## config.mk

```make
export PLATFORM = sky130hd
export DESIGN_NAME = bit_population_decoder
export DESIGN_NICKNAME = d
export VERILOG_FILES = /design/src/rtl/bit_population_decoder.sv
export SDC_FILE = /design/constraint.sdc
export NUM_CORES = 1
export LEC_CHECK = 0
export ABC_AREA = 0
export ABC_CLOCK_PERIOD_IN_PS = 920
export CORE_MARGIN = 4
export CORE_UTILIZATION = 41
export CTS_CLUSTER_SIZE = 25
export DETAILED_ROUTE_END_ITERATION = 16
export HOLD_SLACK_MARGIN = 0.06
export PLACE_DENSITY = 0.69
export SKIP_CTS_REPAIR_TIMING = 1
export SLEW_MARGIN = 20
export SYNTH_ARGS = -nofsm -noshare
export SYNTH_HDL_FRONTEND = slang
export SYNTH_SLANG_ARGS = --single-unit
export TNS_END_PERCENT = 30
```

## constraint.sdc

```tcl
create_clock -name clk_i -period 0.92 [get_ports clk_i]
set_input_delay 0.184 -clock clk_i [delete_from_list [all_inputs] [get_ports clk_i]]
set_output_delay 0.184 -clock clk_i [all_outputs]
set_load 0.05 [all_outputs]
```

## src/rtl/bit_population_decoder.sv

```systemverilog
// bit_population_decoder
// Expands a population count N into a WIDTH-bit thermometer mask with the
// N low-order bits set. Fully pipelined, one result per clock, no
// backpressure. Counts above WIDTH saturate to all ones and raise an
// overflow flag that travels with the word.
//
// Optional feature: define BIT_POP_DECODER_ROTATE_EN to add the rot_i port
// and one extra register stage that rotates the finished mask left by
// rot_i mod WIDTH.
module bit_population_decoder #(
   parameter int WIDTH = 8
) (
   input  logic                     clk_i,
   input  logic                     srst_i,
   input  logic [$clog2(WIDTH):0]   data_i,
   input  logic                     data_val_i,
`ifdef BIT_POP_DECODER_ROTATE_EN
   input  logic [$clog2(WIDTH)-1:0] rot_i,
`endif
   output logic [WIDTH-1:0]         data_o,
   output logic                     data_val_o,
   output logic                     data_ovf_o
);

   localparam int            CW        = $clog2(WIDTH) + 1;
   localparam logic [CW-1:0] WIDTH_CNT = CW'(WIDTH);

   // Mask with the n lowest bits set; n may reach or exceed WIDTH.
   function automatic logic [WIDTH-1:0] low_ones(input int n);
      logic [WIDTH-1:0] r;
      r = '0;
      for (int i = 0; i < WIDTH; i++) begin
         r[i] = (i < n);
      end
      return r;
   endfunction

   // Index 0 is the input register, indices 1..CW are the build stages.
   // mask_q[0] is permanently zero: the mask entering stage 1 is empty.
   logic [CW-1:0]    cnt_q  [0:CW];
   logic [WIDTH-1:0] mask_q [0:CW];
   logic             val_q  [0:CW];
   logic             ovf_q  [0:CW];

`ifdef BIT_POP_DECODER_ROTATE_EN
   localparam int RW = $clog2(WIDTH);

   logic [RW-1:0]    rot_q [0:CW];
   logic [WIDTH-1:0] rot_mask_q;
   logic             rot_val_q;
   logic             rot_ovf_q;

   // rot_i is below 2*WIDTH, so one conditional subtraction gives the modulo.
   function automatic logic [WIDTH-1:0] rotate_left(input logic [WIDTH-1:0] m,
                                                    input logic [RW-1:0]    r);
      int amt;
      amt = int'(r);
      if (amt >= WIDTH) begin
         amt = amt - WIDTH;
      end
      return (m << amt) | (m >> (WIDTH - amt));
   endfunction
`endif

   // Input capture with saturation, then one build stage per count bit:
   // stage k shifts the mask up by 2^(k-1) and fills the vacated low bits.
   always_ff @(posedge clk_i) begin
      if (srst_i) begin
         for (int k = 0; k <= CW; k++) begin
            cnt_q[k]  <= '0;
            mask_q[k] <= '0;
            val_q[k]  <= 1'b0;
            ovf_q[k]  <= 1'b0;
`ifdef BIT_POP_DECODER_ROTATE_EN
            rot_q[k]  <= '0;
`endif
         end
      end else begin
         val_q[0]  <= data_val_i;
         mask_q[0] <= '0;
         if (data_val_i) begin
            if (data_i > WIDTH_CNT) begin
               cnt_q[0] <= WIDTH_CNT;
               ovf_q[0] <= 1'b1;
            end else begin
               cnt_q[0] <= data_i;
               ovf_q[0] <= 1'b0;
            end
`ifdef BIT_POP_DECODER_ROTATE_EN
            rot_q[0] <= rot_i;
`endif
         end
         for (int k = 1; k <= CW; k++) begin
            val_q[k] <= val_q[k-1];
            ovf_q[k] <= ovf_q[k-1];
            cnt_q[k] <= cnt_q[k-1];
`ifdef BIT_POP_DECODER_ROTATE_EN
            rot_q[k] <= rot_q[k-1];
`endif
            if (cnt_q[k-1][k-1]) begin
               mask_q[k] <= (mask_q[k-1] << (1 << (k - 1))) | low_ones(1 << (k - 1));
            end else begin
               mask_q[k] <= mask_q[k-1];
            end
         end
      end
   end

`ifdef BIT_POP_DECODER_ROTATE_EN
   // Extra stage rotating the completed mask left by the captured amount.
   always_ff @(posedge clk_i) begin
      if (srst_i) begin
         rot_mask_q <= '0;
         rot_val_q  <= 1'b0;
         rot_ovf_q  <= 1'b0;
      end else begin
         rot_mask_q <= rotate_left(mask_q[CW], rot_q[CW]);
         rot_val_q  <= val_q[CW];
         rot_ovf_q  <= ovf_q[CW];
      end
   end

   assign data_val_o = rot_val_q;
   assign data_o     = rot_val_q ? rot_mask_q : '0;
   assign data_ovf_o = rot_val_q & rot_ovf_q;
`else
   assign data_val_o = val_q[CW];
   assign data_o     = val_q[CW] ? mask_q[CW] : '0;
   assign data_ovf_o = val_q[CW] & ovf_q[CW];
`endif

endmodule
```

==> Yosys cells after proc, flatten, opt, wreduce, memory -nomap -nowiden <==
Memories as Yosys holds them, arrays and structs flattened.
Cells that the tools add are included.
Widths: inputs -> output; s select.
{ "word_totals": {"reg_bits": 0, "latchBits": 0, "ramBits": 70, "romBits": 0, "out_inout_bits": 10, "elab_cells": 94, "n_memories": 4} }
{ "op_classes": {"addsub": 0, "mul": 0, "n_div": 0, "order_cmp": 1, "eq_ne": 0, "n_shift": 0, "n_mux": 62, "bitwise_logic": 27, "reduce_logical": 0} }
{ "mem_list": {"columns": ["name", "depth", "word_bits", "read_ports", "rd_clocked_by_memory_dff", "write_ports", "line_no", "rtl"], "rows": [
  ["mask_q", 5, 8, 5, 0, 5, "41", "logic [WIDTH-1:0] mask_q [0:CW];"],
  ["cnt_q", 5, 4, 4, 0, 5, "40", "logic [CW-1:0] cnt_q [0:CW];"],
  ["ovf_q", 5, 1, 5, 0, 5, "43", "logic ovf_q [0:CW];"],
  ["val_q", 5, 1, 5, 0, 5, "42", "logic val_q [0:CW];"]
]} }
{ "op_table": {"columns": ["operator", "n"], "rows": [
  ["$mux 8", 10],
  ["$mux 1", 46],
  ["$or 1x1->1", 26],
  ["$mux 4", 6],
  ["$gt 4x4->1 const B", 1],
  ["$and 1x1->1", 1]
]} }

==> Logic depth before layout (Yosys ltp) <==
{ "logic_depth": {"ltp_word": 7, "ltp_mapped": 3, "mapped_depth_nobuf": 2} }

==> Worst setup path after synthesis <==
No wires, ideal clock.
{ "synth_timing": {"kind": "reg2out", "startpoint": "memory val_q[4][0], in the netlist val_q[0][4]", "endpoint": "output data_o[0]", "t_arrival_ns": 1.199, "slack_ns": -0.463, "stages_incl_launch_ff": 2, "n_path_buf": 0, "cell_sequence": "dfxtp_1 and2_1"} }
{ "synth_rtl": {"columns": ["item", "line_no", "rtl"], "rows": [
  ["start: declaration", "42", null],
  ["end: declaration", "20", "output logic [WIDTH-1:0] data_o,"]
]} }

==> results.json <==
{
  "nNetsFinal": 168,
  "yosys.area.top_type_share_pct": 69.0,
  "diodes": 0,
  "fin_area_sq_um": 2050,
  "maxCapViolations": 0,
  "io_pins": 17,
  "fin_crit_ns": 1.26,
  "ys_ff_latch": 39,
  "grt_pass1_wl_microns": 3820,
  "required_ns": 0.74,
  "place_area_sq_um": 1960,
  "die_x_microns": 68.1,
  "peakVddDrop_v": 0.000966,
  "drive_above_1_share_pct": 24.7,
  "htreeDepth": 2,
  "synth_cell_types": 13,
  "syn_inst": 107,
  "die-area_sq_um": 4640,
  "yosys_warnings": 0,
  "synth_area_sq_um": 1480,
  "final_cell_mix": "edfxtp_1, conb_1, nor2_1",
  "power_mw": 3.13,
  "grt_max_degree": 13,
  "r2r_end": "mask_q[3][4]",
  "area_growth_pct": 38.7,
  "timing.rr.start": "cnt_q[0][10]",
  "numCtsBuffers": 5,
  "rr_worst_depth": 2,
  "rrSetupSlack_ns": -0.07,
  "crit_arrival_ns": 1.08,
  "hold_class": "input pin to flop",
  "insertion_delay_ns": 0.35,
  "worst-path-max-fanout": 10,
  "path_class": "flop to output port",
  "status": "finished with violations",
  "viasPerCell": 4.22,
  "avgSynthCellArea_sq_um": 13.8,
  "ys_seq_area_share_pct": 75.7,
  "p_sw_share_pct": 22.2,
  "first_pass_iters": 4,
  "utilization_pct": 60.1,
  "violations": "setup timing",
  "drc": 0,
  "p_comb_share_pct": 6.9,
  "skew_ns": 0.0178,
  "start_util_pct": 43.3,
  "routedWlPerCell_microns": 11.0,
  "final_hold_viol_count": 0,
  "power.density_nw_per_um2": 1520,
  "portBuffers": 16,
  "intPower_mw": 2.43,
  "antenna_found_initial": 0,
  "grt_pass1_vias": 906,
  "grt_use_total_pct": 11.9,
  "maxSlewViolCount": 0,
  "hp-start": "srst_i",
  "coreArea_sq_um": 3420,
  "vias": 878,
  "worstSetupStartpointType": "flop",
  "hold_path_depth": 2,
  "final_common_cell": "edfxtp_1",
  "clkPwrFrac_pct": 26.9,
  "setup_viol": 25,
  "row_count": 21,
  "yosys.area.top_type": "edfxtp_1",
  "cts-root-buf": "clkbuf_4",
  "setup_ws_ns": -0.341,
  "grt-ovfl-total": 0,
  "wl_microns": 2280,
  "clock.fmax_mhz": 793,
  "die_y_microns": 68.1,
  "rsz0062_at_grt": "yes",
  "gp_congestion": 0.702,
  "worstHoldEndpoint": "mask_q[2][1]",
  "power_switching_uw": 694,
  "dpl_worst_slack_ns": -0.520,
  "cts_tree": "built",
  "clock_sinks": 39,
  "place.detailed.hpwl_microns": 1630,
  "drt_first_iter_violations": 17,
  "leakagePower_nw": 0.830,
  "period_share_pct": 137,
  "synthTopCellsByArea": "edfxtp_1, nor2b_1, and2_1, dfxtp_1, nor2_1",
  "clk_pin_slew_ns": 0.12,
  "p_seq_share_pct": 66.2,
  "cts_buffer_depth": 2,
  "final_antenna_net_count": 0,
  "crit_path_end_kind": "output port"
}
## worst max-delay path, cell delays in order, from the launching register on
cell,delay (ns)
dfxtp_4,0.43
and2_4,0.17
buf_12,0.13
## cells in the mapped netlist
cell type and count:
or2_1 1, dfxtp_1 5, nor2_1 22, edfxtp_1 34
a21oi_1 2, buf_2 3, inv_1 1, o31ai_1 1
nor3b_1 1, and2_1 16, clkbuf_1 1, conb_1 1
nor2b_1 19
## state kept, by name (all words and copies together) (netlist names)
signal  count
ovf_q       5
cnt_q      10
val_q       5
mask_q     19
## per-stage QoR
| step | cells | hold slack [ns] | setup TNS [ns] |
|---|---|---|---|
| 2_1_floorplan | 135 | 0.312 | -0.0780 |
| 3_3_place_gp | 199 | 0.417 | -17.37 |
| 3_5_place_dp | 199 | 0.429 | -19.70 |
| 4_1_cts | 207 | 0.448 | -6.98 |
| 5_1_grt | 208 | 0.397 | -4.95 |
| 6_report | 208 | 0.388 | -3.73 |
## power groups by stage
| stage | combinational [mW] | sequential, mW | clock, mW |
|---|---|---|---|
| CTS | 0.194 | 2.07 | 0.865 |
| global placement | 0.181 | 2.10 | 0 |
| floorplan | 0.117 | 2.09 | 0 |
| global route | 0.243 | 2.08 | 0.953 |
| finish | 0.215 | 2.07 | 0.842 |
| detailed placement | 0.193 | 2.11 | 0 |
## kinds of logic (layout without fill, tap and decap cells)
group,count (synthesis),after routing,synth area share [%]
AND/OR/NAND/NOR,59,59,21.3
flip-flops,39,39,75.7
buffers and inverters,5,32,1.52
AO/OA/AOI/OAI,3,3,1.18
other,1,29,0.253
## layer usage
metal  wire (microns)  part of all wire (%)  up-vias  track usage, %
met5                0                     0        -               0
met4               54                   2.4        0            7.20
met3              143                   6.3        6            4.60
met2             1310                    57       22            22.5
met1              773                    34      417            10.3
li1                 -                     -      433               -
## worst max path at each step
stage,from,to,slack [ns],depth (start not counted)
final,val_q[0][4],data_o[6],-0.34,2
after detailed placement,srst_i,cnt_q[0][2],-0.52,3
after CTS,val_q[0][4],data_o[6],-0.36,2
after global routing,val_q[0][4],data_o[6],-0.41,2
after global placement,srst_i,ovf_q[0][0],-0.44,2
after floorplan,cnt_q[0][10],mask_q[3][4],-0.03,2
## area by class of cell
type / instances / area (sq um)
fill: 284 / 1360
inverter: 1 / 3.75
timing repair buffer: 23 / 315
clock inverter: 2 / 12.5
sequential: 39 / 1120
clock buffer: 6 / 41.3
multi-input combinational: 91 / 498
tap: 46 / 57.6
No activity file was read; power rests on OpenSTA's default activity.
